## src/rtl/stream_dot_product_lanes.sv

```systemverilog
// rtl/stream_dot_product_lanes.sv - three-stage lane-parallel multiply-accumulate dot-product engine
// Optional clamping accumulator and out_sat port enabled by defining MAC_SATURATE_EN.
module stream_dot_product_lanes #(
  parameter int DATA_W = 8,
  parameter int LANES  = 4,
  parameter int LENGTH = 10,
  parameter int ACC_W  = 24,
  parameter int SIGNED = 0
) (
  input  logic                      clk,
  input  logic                      rst_n,
  input  logic                      in_valid,
  output logic                      in_ready,
  input  logic [LANES*DATA_W-1:0]   in_a,
  input  logic [LANES*DATA_W-1:0]   in_b,
  output logic                      out_valid,
  input  logic                      out_ready,
  output logic [ACC_W-1:0]          out_data
`ifdef MAC_SATURATE_EN
  ,
  output logic                      out_sat
`endif
);

  localparam int PROD_W = 2 * DATA_W;
  localparam int SUM_W  = PROD_W + $clog2(LANES);
  localparam int MAX_W  = (ACC_W > SUM_W) ? ACC_W : SUM_W;
`ifdef MAC_SATURATE_EN
  // Two guard bits so the signed comparison against the clamp bounds is exact in both modes.
  localparam int WIDE_W = MAX_W + 2;
`else
  localparam int WIDE_W = MAX_W;
`endif
  localparam int CNT_W  = 8;
  localparam logic [CNT_W-1:0] LAST_CNT = CNT_W'(LENGTH - 1);
  localparam logic SX = (SIGNED != 0);

  logic                  en;
  logic                  in_fire;
  logic [CNT_W-1:0]      cnt_q, cnt_d;
  logic                  last_tag;

  logic                  s1_valid_q, s1_last_q;
  logic [PROD_W-1:0]     prod_q [LANES];
  logic [PROD_W-1:0]     prod_d [LANES];

  logic                  s2_valid_q, s2_last_q;
  logic [SUM_W-1:0]      sum_q, sum_d;

  logic [ACC_W-1:0]      acc_q, acc_next;
  logic [WIDE_W-1:0]     sum_x, acc_x, total;
  logic                  out_valid_q;
  logic [ACC_W-1:0]      out_data_q;

`ifdef MAC_SATURATE_EN
  localparam logic [WIDE_W-1:0] UMAX = WIDE_W'({ACC_W{1'b1}});
  localparam logic [WIDE_W-1:0] SMAX = WIDE_W'({(ACC_W-1){1'b1}});
  localparam logic [WIDE_W-1:0] SMIN = ~SMAX;
  localparam logic [WIDE_W-1:0] HI   = SX ? SMAX : UMAX;
  localparam logic [WIDE_W-1:0] LO   = SX ? SMIN : '0;
  logic                  clamp;
  logic                  sat_q;
  logic                  out_sat_q;
  assign out_sat = out_sat_q;
`endif

  // A held result stalls the whole pipeline, input included.
  assign en        = !out_valid_q || out_ready;
  assign in_ready  = en;
  assign in_fire   = in_valid && en;
  assign out_valid = out_valid_q;
  assign out_data  = out_data_q;
  assign last_tag  = (cnt_q == LAST_CNT);

  always_comb begin
    cnt_d = cnt_q;
    if (in_fire) begin
      cnt_d = last_tag ? '0 : cnt_q + 1'b1;
    end
  end

  always_comb begin
    logic [PROD_W+1:0] ax, bx, full;
    for (int i = 0; i < LANES; i++) begin
      ax = SX ? (PROD_W+2)'($signed(in_a[i*DATA_W +: DATA_W])) : (PROD_W+2)'(in_a[i*DATA_W +: DATA_W]);
      bx = SX ? (PROD_W+2)'($signed(in_b[i*DATA_W +: DATA_W])) : (PROD_W+2)'(in_b[i*DATA_W +: DATA_W]);
      full = ax * bx;
      prod_d[i] = full[PROD_W-1:0];
    end
  end

  always_comb begin
    sum_d = '0;
    for (int i = 0; i < LANES; i++) begin
      sum_d = sum_d + (SX ? SUM_W'($signed(prod_q[i])) : SUM_W'(prod_q[i]));
    end
  end

  always_comb begin
    sum_x    = SX ? WIDE_W'($signed(sum_q)) : WIDE_W'(sum_q);
    acc_x    = SX ? WIDE_W'($signed(acc_q)) : WIDE_W'(acc_q);
    total    = acc_x + sum_x;
    acc_next = total[ACC_W-1:0];
`ifdef MAC_SATURATE_EN
    clamp = 1'b0;
    if ($signed(total) > $signed(HI)) begin
      acc_next = HI[ACC_W-1:0];
      clamp    = 1'b1;
    end else if ($signed(total) < $signed(LO)) begin
      acc_next = LO[ACC_W-1:0];
      clamp    = 1'b1;
    end
`endif
  end

  always_ff @(posedge clk or negedge rst_n) begin
    if (!rst_n) begin
      cnt_q       <= '0;
      s1_valid_q  <= 1'b0;
      s1_last_q   <= 1'b0;
      prod_q      <= '{default: '0};
      s2_valid_q  <= 1'b0;
      s2_last_q   <= 1'b0;
      sum_q       <= '0;
      acc_q       <= '0;
      out_valid_q <= 1'b0;
      out_data_q  <= '0;
`ifdef MAC_SATURATE_EN
      sat_q       <= 1'b0;
      out_sat_q   <= 1'b0;
`endif
    end else if (en) begin
      cnt_q       <= cnt_d;
      s1_valid_q  <= in_valid;
      s1_last_q   <= last_tag;
      prod_q      <= prod_d;
      s2_valid_q  <= s1_valid_q;
      s2_last_q   <= s1_last_q;
      sum_q       <= sum_d;
      out_valid_q <= s2_valid_q && s2_last_q;
      if (s2_valid_q) begin
        if (s2_last_q) begin
          out_data_q <= acc_next;
          acc_q      <= '0;
        end else begin
          acc_q      <= acc_next;
        end
`ifdef MAC_SATURATE_EN
        if (s2_last_q) begin
          out_sat_q <= sat_q || clamp;
          sat_q     <= 1'b0;
        end else begin
          sat_q     <= sat_q || clamp;
        end
`endif
      end
    end
  end

endmodule

```

## config.mk

```make
export PLATFORM = sky130hd
export DESIGN_NAME = stream_dot_product_lanes
export DESIGN_NICKNAME = d
export VERILOG_FILES = /design/src/rtl/stream_dot_product_lanes.sv
export SDC_FILE = /design/constraint.sdc
export NUM_CORES = 1
export LEC_CHECK = 0
export CORE_MARGIN = 5
export CORE_UTILIZATION = 50
export DETAILED_ROUTE_END_ITERATION = 8
export GPL_TIMING_DRIVEN = 1
export PLACE_DENSITY = 0.72
export SYNTH_ARGS = -nofsm -noshare
export SYNTH_HDL_FRONTEND = slang
export SYNTH_SLANG_ARGS = --single-unit
```

## constraint.sdc

```tcl
create_clock -name clk -period 8.1 [get_ports clk]
set_input_delay 1.215 -clock clk [delete_from_list [all_inputs] [get_ports clk]]
set_output_delay 1.215 -clock clk [all_outputs]
set_load 0.01 [all_outputs]
```

==> metrics.md, run 1 <==
| Metric | Value |
|---|---|
| Outcome | complete, no violations |
| Via/cell ratio | 5.436 |
| Cell with the most instances after synthesis | and2_1 |
| CTS clk-pin slew, worst paths | 0.06 ns |
| Minimum clock period | 5.351 ns |
| Least-Margin Pin Slew | 1.142 ns |
| DRC Markers | 0 |
| Hold path start | cnt_q[7]$_DFFE_PN0P_ |
| Crit-path max FO | 8 |
| Wire per inst | 15.17 um |
| Async SR Flop Fraction | 100.0% |
| Chip width | 190.4 um |
| Fmax | 186.9 MHz |
| Post-Syn Area per Cell | 9.434 um^2 |
| Post-synth EDFFs | 0 |
| Slew Limit Headroom | 23.67% |
| Synth Instances | 1724 |
| PD cells | 429.3 nW/um^2 |
| Hold Crit Class | register to register |
| CP Class | primary input to register |
| Drt pass-1 iters | 5 |
| Placeable Area | 32290 um^2 |
| Placed inst area | 17570 um^2 |
| Global route overflow | 0 |
| Buffers on Ports | 93 |
| Vias in the first global route | 12580 |
| GRT Overall Usage | 19.36% |
| Yosys warnings | 0 |
| Top cells by area, synth | dfrtp_1, fa_1, ha_1 |
| Main combinational cell family by area after synthesis | adder cells |
| RSZ-0062 raised after global routing | false |
| Clock buffer count from CTS | 17 |
| Setup TNS | 0 ns |
| Final Max Slew Viols | 0 |
| Most instantiated cells after synthesis | and2_1, inv_1, nand2_1 |
| Reg-to-Reg Start | out_valid$_DFFE_PN0N_ |
| Top-area cell type share of the netlist area | 22.00% |
| Critical path required time | 8.40 ns |
| Maxcap violations | 0 |
| P_leak | 8.788 nW |
| Synth Area in Simple Gates | 19.07% |
| Sequential power share | 17.6% |
| Dpl hpwl | 27800 um |
| CTS resizes | 0 |
| First-pass GRT wire length | 59260 um |
| Net Sw Frac | 47.13% |
| Clk_lat worst skew | 0.42 ns |
| Final period utilization | 66.07% |
| Worst Hold Depth | 1 |
| Sw Pwr | 3.679 mW |
| WHS Endpoint | cnt_q[7]$_DFFE_PN0P_ |
| Mapped Area | 16260 um^2 |
| Reg-to-reg endpoint | out_data[11]$_DFFE_PN0P_ |
| Gp weighted congestion | 0.8811 |
| Clock root cell | clkbuf_16 |
| Arrival time worst endpoint | 5.65 ns |
| Post-synthesis sequential area ratio | 22.00% |
| Die Span Y | 190.4 um |
| Dominant synthesized flop cell | dfrtp_1 |
| Final setup fails | 0 |
| CP endpoint kind | register |
| Startpoint Class | primary input |
| Layout net count | 2223 |
| Via count | 12240 |
| Initial antenna violation count | 0 |
| Adder-Cell Fraction of Synth Area | 35.71% |
| Final hold vios | 0 |
| Longest Clk Path Bufs | 2 |
| CTS Hold Bufs | 0 |
| Design area | 18180 um^2 |
| Comb power frac | 72.0% |
| Worst reg-to-reg setup slack | 4.49 ns |
| # diodes | 0 |
| Postcts setup bufs | 0 |
| Maximum vdd drop | 0.3658 mV |
| Layout Utilization | 56.32% |
| Xor-xnor portion of the synthesized cell area | 3.446% |
| Routed WL | 34150 um |
| Clk_skew | 0.009651 ns |
| Initial Utilization | 50.37% |
| Post-Syn Nets | 2150 |
| Worst reg2reg path depth | 5 |
| Largest net degree at the start of global routing | 77 |
| Clock power share | 10.3% |
| Final ANT Viol Nets | 0 |
| Synth area leader | dfrtp_1 |
| FF+latch count, synth | 143 |
| Clock Sinks | 143 |
| H-Tree Depth | 4 |
| Cell variety after synth | 78 |
| CTS tree | done |
| Mux contribution to synthesized area | 1.169% |
| # rows | 66 |
| Overall Power | 7.807 mW |
| Post-synthesis compound-gate area fraction | 12.65% |
| Layout Area Growth over Synthesis | 11.80% |
| Fraction of layout cells with a size suffix above 1 | 4.088% |
| Initial drt markers | 525 |
| Internal power | 4.127 mW |
| Die area | 36240 um^2 |
| I/O Pins | 94 |
==> how the worst max path moves through the flow <==
stage	slack, ns	from	depth (start not counted)	to
2_1_floorplan	3.13	in_a[27]	14	prod_q[15]$_DFFE_PN0N_
5_1_grt	2.45	in_a[19]	15	prod_q[31]$_DFFE_PN0N_
4_1_cts	2.75	in_b[21]	15	prod_q[31]$_DFFE_PN0N_
6_report	2.75	in_a[26]	15	prod_q[15]$_DFFE_PN0N_
3_5_place_dp	2.33	in_a[26]	15	prod_q[15]$_DFFE_PN0N_
3_3_place_gp	2.41	in_a[27]	15	prod_q[13]$_DFFE_PN0N_
==> critical path, stage by stage <==
cell             delay (ns)
clkdlybuf4s50_1        0.54
and2_1                 0.24
fa_1                   0.49
fa_1                   0.52
fa_1                   0.54
inv_1                  0.05
fa_1                   0.53
inv_1                  0.04
ha_1                   0.36
or2_2                  0.33
a21oi_1                0.14
a21oi_1                0.08
a21oi_1                0.19
nor4b_1                0.29
nor3_1                 0.09
==> sequential cells by signal, summed over array words and instances (netlist names) <==
signal and count:
s2_last_q 1, s1_last_q 1, s1_valid_q 1, prod_q 64
acc_q 24, sum_q 18, out_valid 1, out_data 24
cnt_q 8, s2_valid_q 1
==> power by group through the flow <==
stage / Clock [mW] / Sequential (mW) / Combinational (mW)
after floorplan: 0 / 1.30 / 4.43
after global placement: 0 / 1.38 / 5.47
after detailed placement: 0 / 1.39 / 5.60
after CTS: 0.820 / 1.38 / 5.65
after global routing: 0.855 / 1.42 / 6.40
final: 0.808 / 1.38 / 5.62
==> per-stage QoR <==
step,std cells,hold WS [ns],setup WS [ns]
6_report,2252,0.4833,2.749
3_3_place_gp,2220,0.4512,2.406
4_1_cts,2252,0.4799,2.747
3_5_place_dp,2220,0.4644,2.334
2_1_floorplan,1724,0.4380,3.131
5_1_grt,2252,0.4869,2.453
==> kinds of logic (layout without fill, tap and decap cells) <==
kind of cell | count (synthesis) | count (layout)
and+or+nand+nor | 591 | 591
adders and majority gates | 358 | 358
AOI/OAI and AO/OA | 306 | 306
buffers and inverters | 245 | 331
DFF | 143 | 143
xor gates and xnor gates | 64 | 64
muxes | 17 | 17
==> placed cells by master (no fill, tap or decap), drive strengths merged, types with 9 or more instances in the layout <==
| master | instances |
|---|---|
| and2 | 204 |
| o21ai | 67 |
| xnor2 | 31 |
| inv | 207 |
| nand3 | 23 |
| ha | 181 |
| nor3 | 23 |
| dfrtp | 143 |
| o31ai | 13 |
| a31oi | 15 |
| nand4 | 13 |
| a22o | 18 |
| nand2 | 185 |
| mux2 | 16 |
| and3 | 10 |
| o21a | 13 |
| nor2b | 10 |
| a211oi | 15 |
| nand2b | 9 |
| nor2 | 66 |
| clkbuf | 17 |
| a21oi | 80 |
| a21o | 35 |
| clkdlybuf4s50 | 92 |
| xor2 | 33 |
| fa | 177 |
==> layout make-up <==
class                   instances  area [um^2]
flip-flops and latches        143         3578
well taps                     442        553.0
fillers                      2880        14100
clock inverters                15        183.9
inverters                     203        763.2
repair buffers                 96        954.7
clock buffers                  17        425.4
multi-input cells            1336        11730
==> layer usage <==
layer | part of all wire (%) | global-route usage [%] | up-vias | routed length [um]
li1 | - | - | 5915 | -
met1 | 45 | 26.35 | 6087 | 15530
met2 | 49 | 33.24 | 204 | 16870
met3 | 3.5 | 2.728 | 36 | 1205
met4 | 1.6 | 4.061 | 0 | 545
met5 | 0 | 0 | - | 0
Power figures use the tool's default switching activity.
==> inputs of run 2 (changes only) <==
==> constraint.sdc (replaced) <==
create_clock -name clk -period 5.5 [get_ports clk]
set_input_delay 0.825 -clock clk [delete_from_list [all_inputs] [get_ports clk]]
set_output_delay 0.825 -clock clk [all_outputs]
set_load 0.01 [all_outputs]
==> run 2 against run 1 <==
Largest power group unchanged; cell count grew 0.31%; core utilization grew 0.062 points; non-clock buffer count grew 8; clock skew shrank 0.00058 ns; clock power grew 39%.
==> metrics.md, run 2 (synthesized netlist as in run 1, its figures left out) <==
| Metric | Value |
|---|---|
| Outcome | complete, no violations (unchanged) |
| Vias in the first global route | 12640 (was 12580) |
| Die Span Y | 190.4 um (unchanged) |
| Clk_skew | 0.009068 ns (was 0.009651 ns) |
| Clock power share | 9.7% (was 10.3%) |
| Worst reg2reg path depth | 12 (was 5) |
| Least-Margin Pin Slew | 1.114 ns (was 1.142 ns) |
| Max reg flops | 64 (unchanged) |
| Largest net degree at the start of global routing | 103 (was 77) |
| Reg-to-reg endpoint | sum_q[13]$_DFFE_PN0N_ (was out_data[11]$_DFFE_PN0P_) |
| Arrival time worst endpoint | 5.35 ns (was 5.65 ns) |
| Net Sw Frac | 47.44% (was 47.13%) |
| Gp weighted congestion | 0.8804 (was 0.8811) |
| M1 WL | 16010 um (was 15530 um) |
| # rows | 66 (unchanged) |
| Postcts setup bufs | 0 (unchanged) |
| Setup TNS | 0 ns (unchanged) |
| Clock root cell | clkbuf_16 (unchanged) |
| CTS tree | done (unchanged) |
| Top reg by flops | prod_q (unchanged) |
| Minimum clock period | 5.000 ns |
| Final Max Slew Viols | 0 (unchanged) |
| PD cells | 630.9 nW/um^2 (was 429.3 nW/um^2) |
| Final period utilization | 90.91% |
| Maxcap violations | 0 (unchanged) |
| Drt pass-1 iters | 6 (was 5) |
| CP dominant cell by count | fa_1 (unchanged) |
| Reg-to-Reg Start | prod_q[1]$_DFFE_PN0N_ (was out_valid$_DFFE_PN0N_) |
| Layout Area Growth over Synthesis | 11.92% (was 11.80%) |
| Clock Sinks | 143 (unchanged) |
| Buffers on Ports | 93 (unchanged) |
| Max incr delay on CP | 0.55 ns (was 0.54 ns) |
| Sequential power share | 17.6% (about the same) |
| Placed insts | 2228 (was 2220) |
| Dpl hpwl | 27970 um (was 27800 um) |
| Met2 WL post-DR | 17210 um (was 16870 um) |
| Initial antenna violation count | 0 (unchanged) |
| Worst reg-to-reg setup slack | 1.88 ns (was 4.49 ns) |
| H-Tree Depth | 4 (unchanged) |
| Die area | 36240 um^2 (unchanged) |
| Overall Power | 11.48 mW (was 7.807 mW) |
| Initial Utilization | 50.37% (unchanged) |
| Placeable Area | 32290 um^2 (unchanged) |
| Final ANT Viol Nets | 0 (unchanged) |
| Via count | 12170 (was 12240) |
| Critical path required time | 5.85 ns (was 8.40 ns) |
| Buf/Inv on CP | 3 (unchanged) |
| Hold_ws | 0.4667 ns (was 0.4833 ns) |
| Top delay family on crit path | adder cells (unchanged) |
| Routed WL | 34670 um (was 34150 um) |
| Global route overflow | 0 (unchanged) |
| DRC Markers | 0 (unchanged) |
| Comb power frac | 72.6% (was 72.0%) |
| Most frequent cells in the layout | and2_1, inv_1, nand2_1, ha_1, fa_1 (unchanged) |
| Via/cell ratio | 5.387 (was 5.436) |
| GRT Overall Usage | 19.66% (was 19.36%) |
| Final setup fails | 0 (unchanged) |
| Uppermost layer routed | met4 (unchanged) |
| Final std cells w/o fill | 2259 (was 2252) |
| Met3 routed WL | 948 um (was 1205 um) |
| CP endpoint kind | register (unchanged) |
| First-pass GRT wire length | 59950 um (was 59260 um) |
| Fraction of layout cells with a size suffix above 1 | 4.403% (was 4.088%) |
| Slew Limit Headroom | 25.57% (was 23.67%) |
| Longest Clk Path Bufs | 2 (unchanged) |
| CTS resizes | 0 (unchanged) |
| Startpoint Class | primary input (unchanged) |
| I/O Pins | 94 (unchanged) |
| Crit-path max FO | 8 (unchanged) |
| Sw Pwr | 5.448 mW (was 3.679 mW) |
| Wire per inst | 15.35 um (was 15.17 um) |
| Final hold vios | 0 (unchanged) |
| Chip width | 190.4 um (unchanged) |
| Layout net count | 2231 (was 2223) |
| Internal power | 6.036 mW (was 4.127 mW) |
| Maximum vdd drop | 0.5691 mV (was 0.3658 mV) |
| Initial drt markers | 666 (was 525) |
| P_leak | 8.798 nW (was 8.788 nW) |
| CTS Hold Bufs | 0 (unchanged) |
| Most common cell after layout, fill and taps aside | and2_1 (unchanged) |
| # diodes | 0 (unchanged) |
| Clk_lat worst skew | 0.42 ns (about the same) |
| Worst-path cell chain | clkdlybuf4s50_1 -> and2_1 -> fa_1 -> fa_1 -> fa_1 -> inv_1 -> fa_1 -> inv_1 -> ha_1 -> or2_2 -> a21oi_1 -> a21oi_1 -> a31oi_1 -> or4b_1 -> nand3_1 (was clkdlybuf4s50_1 -> and2_1 -> fa_1 -> fa_1 -> fa_1 -> inv_1 -> fa_1 -> inv_1 -> ha_1 -> or2_2 -> a21oi_1 -> a21oi_1 -> a21oi_1 -> nor4b_1 -> nor3_1) |
| Hold Crit Class | primary input to async pin (was register to register) |
| CP Class | primary input to register (unchanged) |
| CTS clk-pin slew, worst paths | 0.06 ns (about the same) |
| Clock buffer count from CTS | 17 (unchanged) |
| RSZ-0062 raised after global routing | false (unchanged) |
| Slowest cell on the critical path | fa_1 (was clkdlybuf4s50_1) |
| Fmax | 200.0 MHz |
## run 2: cell count changes in the layout (fill, tap and decap cells not counted), sizes merged
cell / before / now
buf: 4 / 12
bufinv: 3 / 2
clkbuf: 17 / 18
inv: 207 / 204
clkinvlp: 2 / 4
## run 2: per-stage QoR
step / cell area (um^2) / setup WS (ns) / utilization (%)
2_1_floorplan: 16260 / 0.9209 / -
3_3_place_gp: 17630 / 0.1939 / 54.62
3_5_place_dp: 17630 / 0.07624 / 54.62
4_1_cts: 18200 / 0.5217 / 56.38
5_1_grt: 18200 / 0.2144 / 56.38
6_report: 18200 / 0.5000 / 56.38
## run 2: worst max path at each step
stage	from	end	slack, ns	depth (start not counted)
final	in_a[26]	prod_q[13]$_DFFE_PN0N_	0.50	15
after global routing	in_a[26]	prod_q[13]$_DFFE_PN0N_	0.21	15
after CTS	in_a[26]	prod_q[13]$_DFFE_PN0N_	0.52	15
after detailed placement	in_a[26]	prod_q[15]$_DFFE_PN0N_	0.08	15
after global placement	in_b[30]	prod_q[13]$_DFFE_PN0N_	0.19	15
after floorplan	in_a[27]	prod_q[15]$_DFFE_PN0N_	0.92	14
## run 2: routing by layer
layer	up-vias	global-route usage (%)
li1	5925	-
met1	6016	26.74
met2	190	34.36
met3	38	2.087
met4	0	3.978
met5	-	0
## run 2: power by group through the flow
stage | Clock (mW) | Sequential [mW] | Combinational [mW]
floorplan | 0 | 1.92 | 6.53
global placement | 0 | 2.03 | 8.04
detailed placement | 0 | 2.04 | 8.27
CTS | 1.14 | 2.03 | 8.35
global route | 1.18 | 2.08 | 9.43
finish | 1.12 | 2.03 | 8.34
## run 2: final cells by class
class | instances | area (um^2)
clock buffers | 18 | 429.2
flip-flops and latches | 143 | 3578
fillers | 2826 | 14080
inverters | 203 | 763.2
clock inverters | 13 | 140.1
multi-input cells | 1336 | 11730
well taps | 442 | 553.0
repair buffers | 104 | 1015
